==> src/rtl/issue_scoreboard.sv <==
// Parametrised scoreboard: in-order issue, out-of-order writeback, in-order commit.
// Tracks busy destination registers; a pipeline flush empties it.
// Optional macro SB_FORWARD_EN adds a youngest-writer operand forwarding search.
module issue_scoreboard #(
  parameter int unsigned NR_ENTRIES    = 8,
  parameter int unsigned NR_WB_PORTS   = 3,
  parameter int unsigned TRANS_ID_BITS = $clog2(NR_ENTRIES)
) (
  input  logic                                   clk_i,
  input  logic                                   rst_ni,
  input  logic                                   flush_i,
  input  logic                                   issue_valid_i,
  output logic                                   issue_ready_o,
  input  logic [63:0]                            issue_pc_i,
  input  logic [4:0]                             issue_rd_i,
  output logic [TRANS_ID_BITS-1:0]               issue_trans_id_o,
  input  logic [NR_WB_PORTS-1:0]                 wb_valid_i,
  input  logic [NR_WB_PORTS*TRANS_ID_BITS-1:0]   wb_trans_id_i,
  input  logic [NR_WB_PORTS*64-1:0]              wb_result_i,
  input  logic [NR_WB_PORTS-1:0]                 wb_ex_valid_i,
  input  logic [NR_WB_PORTS*64-1:0]              wb_ex_cause_i,
  output logic                                   commit_valid_o,
  input  logic                                   commit_ack_i,
  output logic [TRANS_ID_BITS-1:0]               commit_trans_id_o,
  output logic [63:0]                            commit_pc_o,
  output logic [4:0]                             commit_rd_o,
  output logic [63:0]                            commit_result_o,
  output logic                                   commit_ex_valid_o,
  output logic [63:0]                            commit_ex_cause_o,
  input  logic [4:0]                             rs_addr_i,
  output logic                                   rs_busy_o,
  output logic                                   rs_fwd_valid_o,
  output logic [63:0]                            rs_fwd_data_o
);

  localparam int unsigned CNT_W = TRANS_ID_BITS + 1;

  logic [NR_ENTRIES-1:0]    occupied_q, done_q, ex_valid_q;
  logic [63:0]              pc_q       [NR_ENTRIES];
  logic [4:0]               rd_q       [NR_ENTRIES];
  logic [63:0]              result_q   [NR_ENTRIES];
  logic [63:0]              ex_cause_q [NR_ENTRIES];
  logic [TRANS_ID_BITS-1:0] issue_ptr_q, commit_ptr_q;
  logic [CNT_W-1:0]         count_q;

  logic                     issue_fire, commit_fire;
  logic [NR_ENTRIES-1:0]    wb_en, wb_exv;
  logic [63:0]              wb_res     [NR_ENTRIES];
  logic [63:0]              wb_exc     [NR_ENTRIES];

  // A commit in this cycle deliberately does not free space for this cycle's issue.
  assign issue_ready_o    = (count_q != CNT_W'(NR_ENTRIES));
  assign issue_trans_id_o = issue_ptr_q;
  assign issue_fire       = issue_valid_i && issue_ready_o;
  assign commit_fire      = commit_valid_o && commit_ack_i;

  // Head entry presented to the commit stage.
  assign commit_valid_o    = occupied_q[commit_ptr_q] && done_q[commit_ptr_q];
  assign commit_trans_id_o = commit_ptr_q;
  assign commit_pc_o       = pc_q[commit_ptr_q];
  assign commit_rd_o       = rd_q[commit_ptr_q];
  assign commit_result_o   = result_q[commit_ptr_q];
  assign commit_ex_valid_o = ex_valid_q[commit_ptr_q];
  assign commit_ex_cause_o = ex_cause_q[commit_ptr_q];

  // Per-entry writeback select; scanning ports high to low lets the lowest port win.
  always_comb begin
    wb_en  = '0;
    wb_exv = '0;
    for (int i = 0; i < int'(NR_ENTRIES); i++) begin
      wb_res[i] = '0;
      wb_exc[i] = '0;
      for (int p = int'(NR_WB_PORTS) - 1; p >= 0; p--) begin
        if (wb_valid_i[p] &&
            wb_trans_id_i[p*TRANS_ID_BITS +: TRANS_ID_BITS] == TRANS_ID_BITS'(i)) begin
          wb_en[i]  = 1'b1;
          wb_res[i] = wb_result_i[p*64 +: 64];
          wb_exv[i] = wb_ex_valid_i[p];
          wb_exc[i] = wb_ex_cause_i[p*64 +: 64];
        end
      end
    end
  end

  // Entry storage, pointers and occupancy count.
  always_ff @(posedge clk_i or negedge rst_ni) begin
    if (!rst_ni) begin
      occupied_q   <= '0;
      done_q       <= '0;
      ex_valid_q   <= '0;
      issue_ptr_q  <= '0;
      commit_ptr_q <= '0;
      count_q      <= '0;
      for (int i = 0; i < int'(NR_ENTRIES); i++) begin
        pc_q[i]       <= '0;
        rd_q[i]       <= '0;
        result_q[i]   <= '0;
        ex_cause_q[i] <= '0;
      end
    end else if (flush_i) begin
      occupied_q   <= '0;
      done_q       <= '0;
      issue_ptr_q  <= '0;
      commit_ptr_q <= '0;
      count_q      <= '0;
    end else begin
      for (int i = 0; i < int'(NR_ENTRIES); i++) begin
        if (wb_en[i] && occupied_q[i]) begin
          done_q[i]     <= 1'b1;
          result_q[i]   <= wb_res[i];
          ex_valid_q[i] <= wb_exv[i];
          ex_cause_q[i] <= wb_exc[i];
        end
      end
      if (issue_fire) begin
        occupied_q[issue_ptr_q] <= 1'b1;
        done_q[issue_ptr_q]     <= 1'b0;
        ex_valid_q[issue_ptr_q] <= 1'b0;
        pc_q[issue_ptr_q]       <= issue_pc_i;
        rd_q[issue_ptr_q]       <= issue_rd_i;
        issue_ptr_q             <= issue_ptr_q + TRANS_ID_BITS'(1);
      end
      if (commit_fire) begin
        occupied_q[commit_ptr_q] <= 1'b0;
        done_q[commit_ptr_q]     <= 1'b0;
        commit_ptr_q             <= commit_ptr_q + TRANS_ID_BITS'(1);
      end
      count_q <= count_q + CNT_W'(issue_fire) - CNT_W'(commit_fire);
    end
  end

`ifdef SB_FORWARD_EN
  logic                     fwd_found;
  logic [TRANS_ID_BITS-1:0] fwd_sel, fwd_idx;

  // Walk from oldest to youngest; the last match is the youngest writer.
  always_comb begin
    fwd_found = 1'b0;
    fwd_sel   = '0;
    fwd_idx   = '0;
    for (int k = 0; k < int'(NR_ENTRIES); k++) begin
      fwd_idx = commit_ptr_q + TRANS_ID_BITS'(k);
      if ((CNT_W'(k) < count_q) && occupied_q[fwd_idx] &&
          (rd_q[fwd_idx] == rs_addr_i) && (rs_addr_i != 5'd0)) begin
        fwd_found = 1'b1;
        fwd_sel   = fwd_idx;
      end
    end
  end

  assign rs_busy_o      = fwd_found && !done_q[fwd_sel];
  assign rs_fwd_valid_o = fwd_found && done_q[fwd_sel] && !ex_valid_q[fwd_sel];
  assign rs_fwd_data_o  = rs_fwd_valid_o ? result_q[fwd_sel] : 64'd0;
`else
  // Any pending unfinished writer of the queried register.
  always_comb begin
    rs_busy_o = 1'b0;
    for (int i = 0; i < int'(NR_ENTRIES); i++) begin
      if (occupied_q[i] && !done_q[i] && (rd_q[i] == rs_addr_i) && (rs_addr_i != 5'd0))
        rs_busy_o = 1'b1;
    end
  end

  assign rs_fwd_valid_o = 1'b0;
  assign rs_fwd_data_o  = 64'd0;
`endif

endmodule

==> config.mk <==
export PLATFORM = sky130hd
export DESIGN_NAME = issue_scoreboard
export DESIGN_NICKNAME = d
export VERILOG_FILES = /design/src/rtl/issue_scoreboard.sv
export SDC_FILE = /design/constraint.sdc
export NUM_CORES = 2
export LEC_CHECK = 0
export ABC_CLOCK_PERIOD_IN_PS = 2700
export CAP_MARGIN = 20
export CELL_PAD_IN_SITES_DETAIL_PLACEMENT = 1
export CELL_PAD_IN_SITES_GLOBAL_PLACEMENT = 1
export CORE_UTILIZATION = 43
export DETAILED_ROUTE_END_ITERATION = 16
export PLACE_DENSITY = 0.8
export SYNTH_ARGS = -nofsm -noshare
export SYNTH_HDL_FRONTEND = slang
export SYNTH_SLANG_ARGS = --single-unit
==> constraint.sdc <==
create_clock -name clk_i -period 2.7 [get_ports clk_i]
set_input_delay 0.54 -clock clk_i [delete_from_list [all_inputs] [get_ports clk_i]]
set_output_delay 0.54 -clock clk_i [all_outputs]
set_load 0.005 [all_outputs]
==> metrics.csv <==
metric,value,unit
mostFrequentLayoutCells,"1,598 x dfrtp_1, 1,362 x o21ai_0, 807 x nand2_1, 769 x a221oi_1, 565 x mux2_2",
layout_setup_ws,-1051,ps
cts.sinks,1610,
hpwl,268400,um
fin_nets,9509,
met3_usage,13.85,%
clock.fmax,0.2666,GHz
cts_root_buffer,clkbuf_16,
synthDominantCellAreaShare,44.78,%
worstSetupPathType,reg -> out,
p_comb_share,22.2,%
gp_congestion,0.9470,
cts_inserted_buffers,181,
drt-initial-drc-count,13799,
overflow,0,
pre_cts_ws,-1034,ps
violations,negative setup slack,
port_buffers,684,
num_rows,167,
synth-xor-area-share,0.4380,%
layout_commonest_cell,dfrtp_1,
netlist.top_cell.by_area,dfrtp_1,
grt.busiest_layer,met2,
critPathSlowestCell,mux4_2,
min-delay-path-class,in -> async,
total_power,72.21,mW
hold_violations,0,
die_area,0.2111,mm2
ys_async_sr_fraction,100.0,%
ir_drop,0.7025,mV
drc,0,
rsz0062_at_grt,true,
h-tree-depth,4,
drive_above_1_share,30.16,%
switchingPower,22.71,mW
post-place-cells,11340,
avgSynthCellArea,10.80,um2
yosys_warnings,0,
vias_per_cell,7.406,
drtPass1Iterations,7,
fin_setup_tns,-180480,ps
synthToLayoutAreaGrowth,29.03,%
synth_ff_type,dfrtp_1,
startpoint_type,flip-flop,
path_cells,buf_12 -> buf_16 -> buf_12 -> buf_12 -> buf_4 -> mux4_2 -> mux2_4 -> buf_6,
use_met2,61.68,%
die_h,459.4,um
insertion_delay,870,ps
timing.final.crit_share,138.9,%
stdcell_area,0.1161,mm2
antenna_found_initial,167,
post_drt_wl_per_cell,39.90,um
ios,750,
path_max_fanout,6,
period_needed,3751,ps
synthAdderAreaFrac,0.1196,%
switching_share,31.45,%
grt_pass1_wl,648900,um
timing.critical_path.mode_cell,buf_12,
synth_area,0.08998,mm2
grt_pass1_vias,92106,
grt_usage,41.79,%
crit_path_end_kind,primary output,
status,"complete, but fails checks",
relSlewSlack,27.62,%
final_util,55.95,%
synth_mux_area_share,22.26,%
start_util,43.37,%
cap_viol_max_count,0,
cp.required,2160,ps
grt_max_degree,104,
synth_area_leaders,"dfrtp_1 45%, mux4_2 10%, mux2_2 9.4%",
holdWs,279.3,ps
cp_data_arrival_time,3210,ps
cts.path.max_buffers,3,
ant_nets,0,
path_clk_slew,60,ps
use_met1,48.91,%
synthCells,8331,
slew_viol_final,0,
clockPowerShare,36.6,%
synth_compound_area_share,21.24,%
leakage,49.75,nW
yosysSeqAreaShare,44.78,%
coreArea,0.2075,mm2
tritoncts,yes,
vias,89439,
synth_enable_flop_cells,0,
synthSimpleGateAreaFrac,5.502,%
power_density,622.0,mW/mm2
p_int,49.50,mW
fp.dieW,459.4,um
ys_seq_elements,1610,
synth.distinct_cells,64,
skew,60.09,ps
synth_top_family_by_area,multiplexers,
dpl_cell_area,0.1049,mm2
tightestPinTransition,1086,ps
wl,481900,um
power_frac_seq,41.3,%
slowest_delay,670,ps
setup_viol,481,
finalNonFillerCells,12077,
==> sequential cells by signal, summed over array words and instances, names as in the netlist <==
name,flops
count_q,4
issue_trans_id_o,3
ex_cause_q,512
rd_q,40
ex_valid_q,8
done_q,8
commit_trans_id_o,3
result_q,512
occupied_q,8
pc_q,512
==> final cells by class <==
type / instances / area (um2)
diodes: 115 / 287.8
well taps: 2788 / 3488
fillers: 20920 / 91390
repair buffers: 1615 / 19750
flip-flops and latches: 1610 / 40310
clock buffers: 260 / 5289
clock inverters: 74 / 770.7
multi-input cells: 5600 / 46140
inverters: 15 / 58.81
==> kinds of logic after synthesis <==
logic type               count (synthesis)
AO/OA/AOI/OAI                         2871
flip-flops                            1610
multiplexers                          1410
AND/OR/NAND/NOR                       1200
buffers and inverters                 1186
XOR/XNOR                                45
adder cells (fa/ha/maj)                  8
other                                    1
==> cell usage after synthesis (147+ instances only) <==
| cell type | number |
|---|---|
| a211oi_1 | 155 |
| nor2_1 | 278 |
| buf_1 | 237 |
| buf_2 | 147 |
| dfrtp_1 | 1610 |
| a21o_1 | 255 |
| clkbuf_1 | 692 |
| mux2i_1 | 261 |
| nand2_1 | 810 |
| o21ai_0 | 1362 |
| mux4_2 | 398 |
| o21ai_1 | 187 |
| a221oi_1 | 769 |
| mux2_2 | 751 |
==> path summary, 6_finish.rpt <==
kind                                 startpoint              end  slack (ps)  cells after the start
max reg2reg                commit_trans_id_o[1]       count_q[3]        -360                     11
min in group clk_i                result_q[108]    result_q[108]         470                      2
min reg2reg                       result_q[108]    result_q[108]         470                      2
min                                      rst_ni        pc_q[308]         280                      2
max                        commit_trans_id_o[0]  commit_pc_o[30]       -1050                      8
max in group asynchronous                rst_ni    result_q[305]        1190                      4
==> power groups by stage <==
stage	registers, mW	logic, mW	clock network (mW)
after floorplan	28.5	7.11	0
after global placement	28.9	12.9	0
after detailed placement	29.4	13.6	0
after CTS	29.1	14.2	26.0
after global routing	29.8	16.4	27.1
final	29.8	16.0	26.4
==> critical path: cells and delay by family (launching register included) <==
kind,cells,cell delay [ps]
buffers and inverters,6,840
DFF,1,470
muxes,2,1010
==> repair_timing <==
| action | CTS | global route |
|---|---|---|
| resized for setup | 501 | 724 |
| gates cloned | 20 | 19 |
| endpoints found under the hold margin | 42 | 0 |
| pin swaps | 13 | 21 |
| setup endpoints to repair | 209 | 275 |
| buffers inserted | 65 | 215 |
| hold buffers | 1 | 0 |
==> per-layer routing <==
layer	share of wire, %	wire length [um]	up-vias
li1	-	-	32803
met1	34	163200	45319
met2	43	207000	8356
met3	13	63050	2857
met4	9.9	47750	104
met5	0.21	999	-
Note: power is estimated with default switching activity, not from simulation.
